### config.mk
export PLATFORM = sky130hd
export DESIGN_NAME = uff_bank_ctrl
export DESIGN_NICKNAME = d
export VERILOG_FILES = /design/src/rtl/uff_pkg.sv /design/src/rtl/uff_excite.sv /design/src/rtl/uff_bank_ctrl.sv
export SDC_FILE = /design/constraint.sdc
export NUM_CORES = 1
export LEC_CHECK = 0
export CORE_MARGIN = 4
export CORE_UTILIZATION = 44
export CTS_BUF_LIST = sky130_fd_sc_hd__clkbuf_4 sky130_fd_sc_hd__clkbuf_8 sky130_fd_sc_hd__clkbuf_16
export CTS_CLUSTER_DIAMETER = 60
export DETAILED_ROUTE_END_ITERATION = 6
export GPL_ROUTABILITY_DRIVEN = 0
export GPL_TIMING_DRIVEN = 0
export PLACE_DENSITY_LB_ADDON = 0.1
export SKIP_CTS_REPAIR_TIMING = 1
export SLEW_MARGIN = 20
export SYNTH_ARGS = -nofsm -noshare
export SYNTH_HDL_FRONTEND = slang
export SYNTH_SLANG_ARGS = --single-unit
export TNS_END_PERCENT = 1
### constraint.sdc
create_clock -name clk -period 1.2 [get_ports clk]
set_input_delay 0.12 -clock clk [delete_from_list [all_inputs] [get_ports clk]]
set_output_delay 0.12 -clock clk [all_outputs]
set_load 0.05 [all_outputs]
### src/rtl/uff_pkg.sv
// -----------------------------------------------------------------------------
// uff_pkg
// Shared types for the universal flip-flop bank controller.
//   uff_mode_e  : flip-flop personality selected by a command (D, T, JK, SR)
//   uff_state_e : controller sequencing states (IDLE, EXEC, RESP)
// No ports; imported by uff_excite and uff_bank_ctrl.
// -----------------------------------------------------------------------------
package uff_pkg;

  typedef enum logic [1:0] {
    UFF_D  = 2'b00,
    UFF_T  = 2'b01,
    UFF_JK = 2'b10,
    UFF_SR = 2'b11
  } uff_mode_e;

  typedef enum logic [1:0] {
    IDLE = 2'b00,
    EXEC = 2'b01,
    RESP = 2'b10
  } uff_state_e;

endpackage

### src/rtl/uff_excite.sv
// -----------------------------------------------------------------------------
// uff_excite
// Purely combinational conversion of a flip-flop personality's inputs into
// the D-input excitation for every bit of the bank.
//   mode     in  personality (D/T/JK/SR)
//   a        in  D / T / J / S operand
//   b        in  K / R operand (unused for D and T)
//   q        in  current bank state
//   d        out next-state excitation per bit
//   errbits  out bits that must not be updated (SR with S=R=1)
//   mode_err out the selected personality is not available in this build
// Build option: UFF_SR_MODE_EN enables SR excitation; without it mode 11 is
// rejected (all bits flagged, mode_err set) and no SR logic exists.
// -----------------------------------------------------------------------------
module uff_excite
  import uff_pkg::*;
#(
  parameter int WIDTH = 4
) (
  input  uff_mode_e        mode,
  input  logic [WIDTH-1:0] a,
  input  logic [WIDTH-1:0] b,
  input  logic [WIDTH-1:0] q,
  output logic [WIDTH-1:0] d,
  output logic [WIDTH-1:0] errbits,
  output logic             mode_err
);

  // Per-personality characteristic equations expressed as D excitation.
  always_comb begin
    d        = q;
    errbits  = {WIDTH{1'b0}};
    mode_err = 1'b0;
    case (mode)
      UFF_D:  d = a;
      UFF_T:  d = q ^ a;
      UFF_JK: d = (a & ~q) | (~b & q);
      UFF_SR: begin
`ifdef UFF_SR_MODE_EN
        // S=R=1 is the forbidden input; those bits are flagged and held.
        d       = a | (~b & q);
        errbits = a & b;
`else
        // SR unavailable: flag every bit so nothing updates.
        d        = q;
        errbits  = {WIDTH{1'b1}};
        mode_err = 1'b1;
`endif
      end
      default: d = q;
    endcase
  end

endmodule

### src/rtl/uff_bank_ctrl.sv
// -----------------------------------------------------------------------------
// uff_bank_ctrl
// Command-driven controller for a bank of WIDTH universal flip-flops.
// A command is latched in IDLE, applied to the masked bits in EXEC and its
// result is offered on the response port in RESP.
//   clk, rst              clock, synchronous active-high reset
//   cmd_valid/cmd_ready   command handshake
//   cmd_mode/a/b/mask     personality, operands and per-bit update mask
//   q                     flip-flop bank state
//   rsp_valid/rsp_ready   response handshake
//   rsp_q, rsp_err        q after the command, illegal-condition flag
//   busy                  controller is not IDLE
// Build option: UFF_SR_MODE_EN (see uff_excite) enables the SR personality.
// -----------------------------------------------------------------------------
module uff_bank_ctrl
  import uff_pkg::*;
#(
  parameter int WIDTH = 4
) (
  input  logic             clk,
  input  logic             rst,
  input  logic             cmd_valid,
  output logic             cmd_ready,
  input  logic [1:0]       cmd_mode,
  input  logic [WIDTH-1:0] cmd_a,
  input  logic [WIDTH-1:0] cmd_b,
  input  logic [WIDTH-1:0] cmd_mask,
  output logic [WIDTH-1:0] q,
  output logic             rsp_valid,
  input  logic             rsp_ready,
  output logic [WIDTH-1:0] rsp_q,
  output logic             rsp_err,
  output logic             busy
);

  uff_state_e       state_q, state_d;
  uff_mode_e        mode_q, mode_d;
  logic [WIDTH-1:0] a_q, a_d;
  logic [WIDTH-1:0] b_q, b_d;
  logic [WIDTH-1:0] mask_q, mask_d;
  logic [WIDTH-1:0] bank_q, bank_d;
  logic [WIDTH-1:0] rsp_q_q, rsp_q_d;
  logic             rsp_err_q, rsp_err_d;

  logic [WIDTH-1:0] exc_d;
  logic [WIDTH-1:0] exc_err;
  logic             exc_mode_err;
  logic [WIDTH-1:0] upd;

  // Excitation works only from latched operands, so cmd_* never reach q.
  uff_excite #(.WIDTH(WIDTH)) u_excite (
    .mode     (mode_q),
    .a        (a_q),
    .b        (b_q),
    .q        (bank_q),
    .d        (exc_d),
    .errbits  (exc_err),
    .mode_err (exc_mode_err)
  );

  assign upd = mask_q & ~exc_err;

  // Next-state, operand latching and response capture.
  always_comb begin
    state_d   = state_q;
    mode_d    = mode_q;
    a_d       = a_q;
    b_d       = b_q;
    mask_d    = mask_q;
    bank_d    = bank_q;
    rsp_q_d   = rsp_q_q;
    rsp_err_d = rsp_err_q;
    case (state_q)
      IDLE: begin
        if (cmd_valid) begin
          mode_d  = uff_mode_e'(cmd_mode);
          a_d     = cmd_a;
          b_d     = cmd_b;
          mask_d  = cmd_mask;
          state_d = EXEC;
        end else begin
          state_d = IDLE;
        end
      end
      EXEC: begin
        bank_d    = (exc_d & upd) | (bank_q & ~upd);
        rsp_q_d   = (exc_d & upd) | (bank_q & ~upd);
        // An unavailable personality is an error even with an empty mask.
        rsp_err_d = (|(exc_err & mask_q)) | exc_mode_err;
        state_d   = RESP;
      end
      RESP: begin
        if (rsp_ready) begin
          state_d = IDLE;
        end else begin
          state_d = RESP;
        end
      end
      default: state_d = IDLE;
    endcase
  end

  // State and datapath registers; reset wins over a same-edge EXEC update.
  always_ff @(posedge clk) begin
    if (rst) begin
      state_q   <= IDLE;
      mode_q    <= UFF_D;
      a_q       <= {WIDTH{1'b0}};
      b_q       <= {WIDTH{1'b0}};
      mask_q    <= {WIDTH{1'b0}};
      bank_q    <= {WIDTH{1'b0}};
      rsp_q_q   <= {WIDTH{1'b0}};
      rsp_err_q <= 1'b0;
    end else begin
      state_q   <= state_d;
      mode_q    <= mode_d;
      a_q       <= a_d;
      b_q       <= b_d;
      mask_q    <= mask_d;
      bank_q    <= bank_d;
      rsp_q_q   <= rsp_q_d;
      rsp_err_q <= rsp_err_d;
    end
  end

  // Handshake flags decode directly from the state register.
  assign cmd_ready = (state_q == IDLE);
  assign rsp_valid = (state_q == RESP);
  assign busy      = (state_q != IDLE);
  assign q         = bank_q;
  assign rsp_q     = rsp_q_q;
  assign rsp_err   = rsp_err_q;

endmodule

==> summary.md <==
| Metric | Value |
|---|---|
| Clock group share of total power | `0.249` |
| Sequential-to-total area share from yosys stat | `0.4686` |
| Vias per inst | `4.966` |
| FF-to-FF setup slack | `-0.02 ns` |
| Fmax | `823.0 MHz` |
| Dpl hpwl | `1582 um` |
| Most common cell in the netlist | `nand2_1` |
| Library cells used by synthesis | `24` |
| Crit path max-delay cell type | `dfxtp_2` |
| Port bufs | `29` |
| Post-synth EDFFs | `0` |
| CP Cell Sequence | `nand2b_4, a21o_1, o311ai_1, o21ai_1` |
| Leak pwr | `0.5011 nW` |
| Die H | `53.16 um` |
| Antenna diodes | `0` |
| Synth warnings | `0` |
| Area grow syn2layout | `42.12%` |
| Setup Viol. Count Final | `1` |
| Setup WS post-layout | `-0.01511 ns` |
| Synthesized instance count | `114` |
| DRT Pass-1 Iters | `4` |
| Final hold violations | `0` |
| R2R depth | `4` |
| Sum Neg Setup Slack | `-0.01511 ns` |
| Initial core utilization | `0.4620` |
| Max Transition Viols Final | `0` |
| Hold WS | `0.3608 ns` |
| Max VDD drop | `0.001062 V` |
| CTS Root Cell | `clkbuf_4` |
| Clk Latency, worst-skew pair | `0.30 ns` |
| CP required | `1.37 ns` |
| Startpoint Class | `flop` |
| Crit-path max cell delay | `0.35 ns` |
| Crit path kind | `flop to flop` |
| Max-cap viol count | `0` |
| Power consumption | `1.406 mW` |
| Clock transition at the registers of the reported paths | `0.11 ns` |
| Main flop type after synthesis | `dfxtp_1` |
| Placed instance area | `1229 um2` |
| Proportion of layout cells with a drive suffix above 1 | `0.2449` |
| Die footprint | `2825 um2` |
| Final Instance Area | `1275 um2` |
| Clock sinks | `21` |
| Post-synthesis register bit count | `21` |
| Slew @ Worst Pin | `0.4772 ns` |
| Total CTS buffers | `3` |
| Post-synth net total | `132` |
| Worst setup startpoint | `state_q[1]` |
| WL final | `2078 um` |
| Detailed router's first-iteration violation count | `2` |
| Mapped Area | `897.1 um2` |
| Reg2Reg Launch Point | `state_q[1]` |
| CTS tree | `done` |
| GRT Total Usage | `0.1627` |
| Min-delay worst type | `input pin to flop` |
| Vias | `864` |
| Final Cycle Share | `1.013` |
| NumNets Final | `166` |
| Mean Syn Cell Area | `7.869 um2` |
| CP endpoint kind | `flop` |
| # H-tree levels | `1` |
| Total gr overflow | `0` |
| Detailed-route DRC error count | `0` |
| Synth async-reset ratio | `0` |
| Sw frac | `0.2740` |
| Pint | `1.021 mW` |
| Largest net degree at the start of global routing | `12` |
| Switch Pwr | `0.3853 mW` |
| Post-layout util | `0.6566` |
| DR WL/cell | `11.94 um` |
| Status | `complete, but fails checks` |
| Clock Path Buffers | `2` |
| Most frequent cells after synthesis | `nand2_1 (30), dfxtp_1 (21), a21oi_1 (15)` |
| Row cnt | `16` |
| Slew headroom | `0.6819` |
| DRT antenna net count | `0` |
| Setup Skew | `0.005859 ns` |
| Failing checks | `setup timing` |
| Sequential power share | `0.543` |
| Top cell type's share of synthesized area | `0.4686` |
| Comb pwr share | `0.208` |
| Unrepaired setup endpoints after global routing | `true` |
| I/O pins | `30` |
| Synth area leaders | `dfxtp_1 (47%), nand2_1 (13%), a21oi_1 (8.4%)` |
| Vias in the first global route | `777` |
| Top cell type by total area after synthesis | `dfxtp_1` |
| First-pass GRT wire length | `3387 um` |
| Fillers | `198` |
| WP data arrival | `1.39 ns` |
| CP Max Fanout | `4` |
| Core area | `1942 um2` |
| Die X | `53.16 um` |
| Crit path time final | `1.215 ns` |
| Pwr dens | `1103 nW/um2` |
| Initial antenna violation count | `0` |
## cells by family after synthesis
family | share of synthesized area
AOI/OAI and AO/OA | 0.2022
and+or+nand+nor | 0.2245
adders and majority gates | 0.01255
DFF | 0.4686
buffers and inverters | 0.09204
## per-stage QoR
step,setup WS (ns),cells
detailed placement,-0.2898,170
finish,-0.01511,174
CTS,-0.6348,174
global placement,-0.2474,170
global route,-0.05903,174
floorplan,-0.05495,114
## how the worst min path moves through the flow
stage	start	slack, ns	cells after the start	to
after floorplan	rst	0.24	1	flop
after global placement	b_q[0]	0.45	2	b_q[0]
after detailed placement	b_q[2]	0.45	2	b_q[2]
after CTS	cmd_a[1]	0.35	3	a_q[1]
after global routing	cmd_mask[1]	0.34	3	mask_q[1]
final	cmd_b[3]	0.36	3	b_q[3]
## placed cells by master (no fill, tap or decap), types with 2 or more instances in the layout
master	netlist	final
clkbuf_4	0	4
nand2b_4	0	3
nand4_1	3	3
buf_6	0	2
buf_4	5	13
inv_1	6	6
clkdlybuf4s50_1	0	17
dfxtp_2	0	2
nor3_1	2	2
clkbuf_2	0	5
o311ai_1	3	2
dfxtp_1	21	19
o22ai_1	4	4
o21ai_0	3	3
nand2_1	30	29
a21oi_1	15	15
o21ai_1	3	3
## power groups by stage
stage	Combinational (mW)	Sequential, mW	Clock (mW)
floorplan	0.155	0.779	0
global placement	0.268	0.775	0
detailed placement	0.274	0.776	0
CTS	0.274	0.760	0.364
global route	0.317	0.768	0.391
finish	0.292	0.763	0.351
## worst max-delay path: cells and delay by family, from the launching register on
kind	cells	cell delay [ns]
AND/OR/NAND/NOR	1	0.16
flip-flops	1	0.35
AO/OA/AOI/OAI	3	0.58
## area by class of cell
| class | instances | area, um2 | area share |
|---|---|---|---|
| plain buffers | 10 | 71.32 | 0.05594 |
| well taps | 27 | 33.78 | 0.02650 |
| multi-input cells | 77 | 442.9 | 0.3474 |
| repair buffers | 29 | 251.5 | 0.1973 |
| flip-flops and latches | 21 | 422.9 | 0.3317 |
| clock buffers | 4 | 30.03 | 0.02355 |
| inverters | 6 | 22.52 | 0.01766 |
## metal layers
layer,global-route usage,vias up,part of all wire
li1,-,450,-
met1,0.1983,389,0.44
met2,0.2769,23,0.50
met3,0.06197,2,0.064
met4,0.02128,0,0.0048
met5,0,-,0
(Power assumes the default switching activity.)
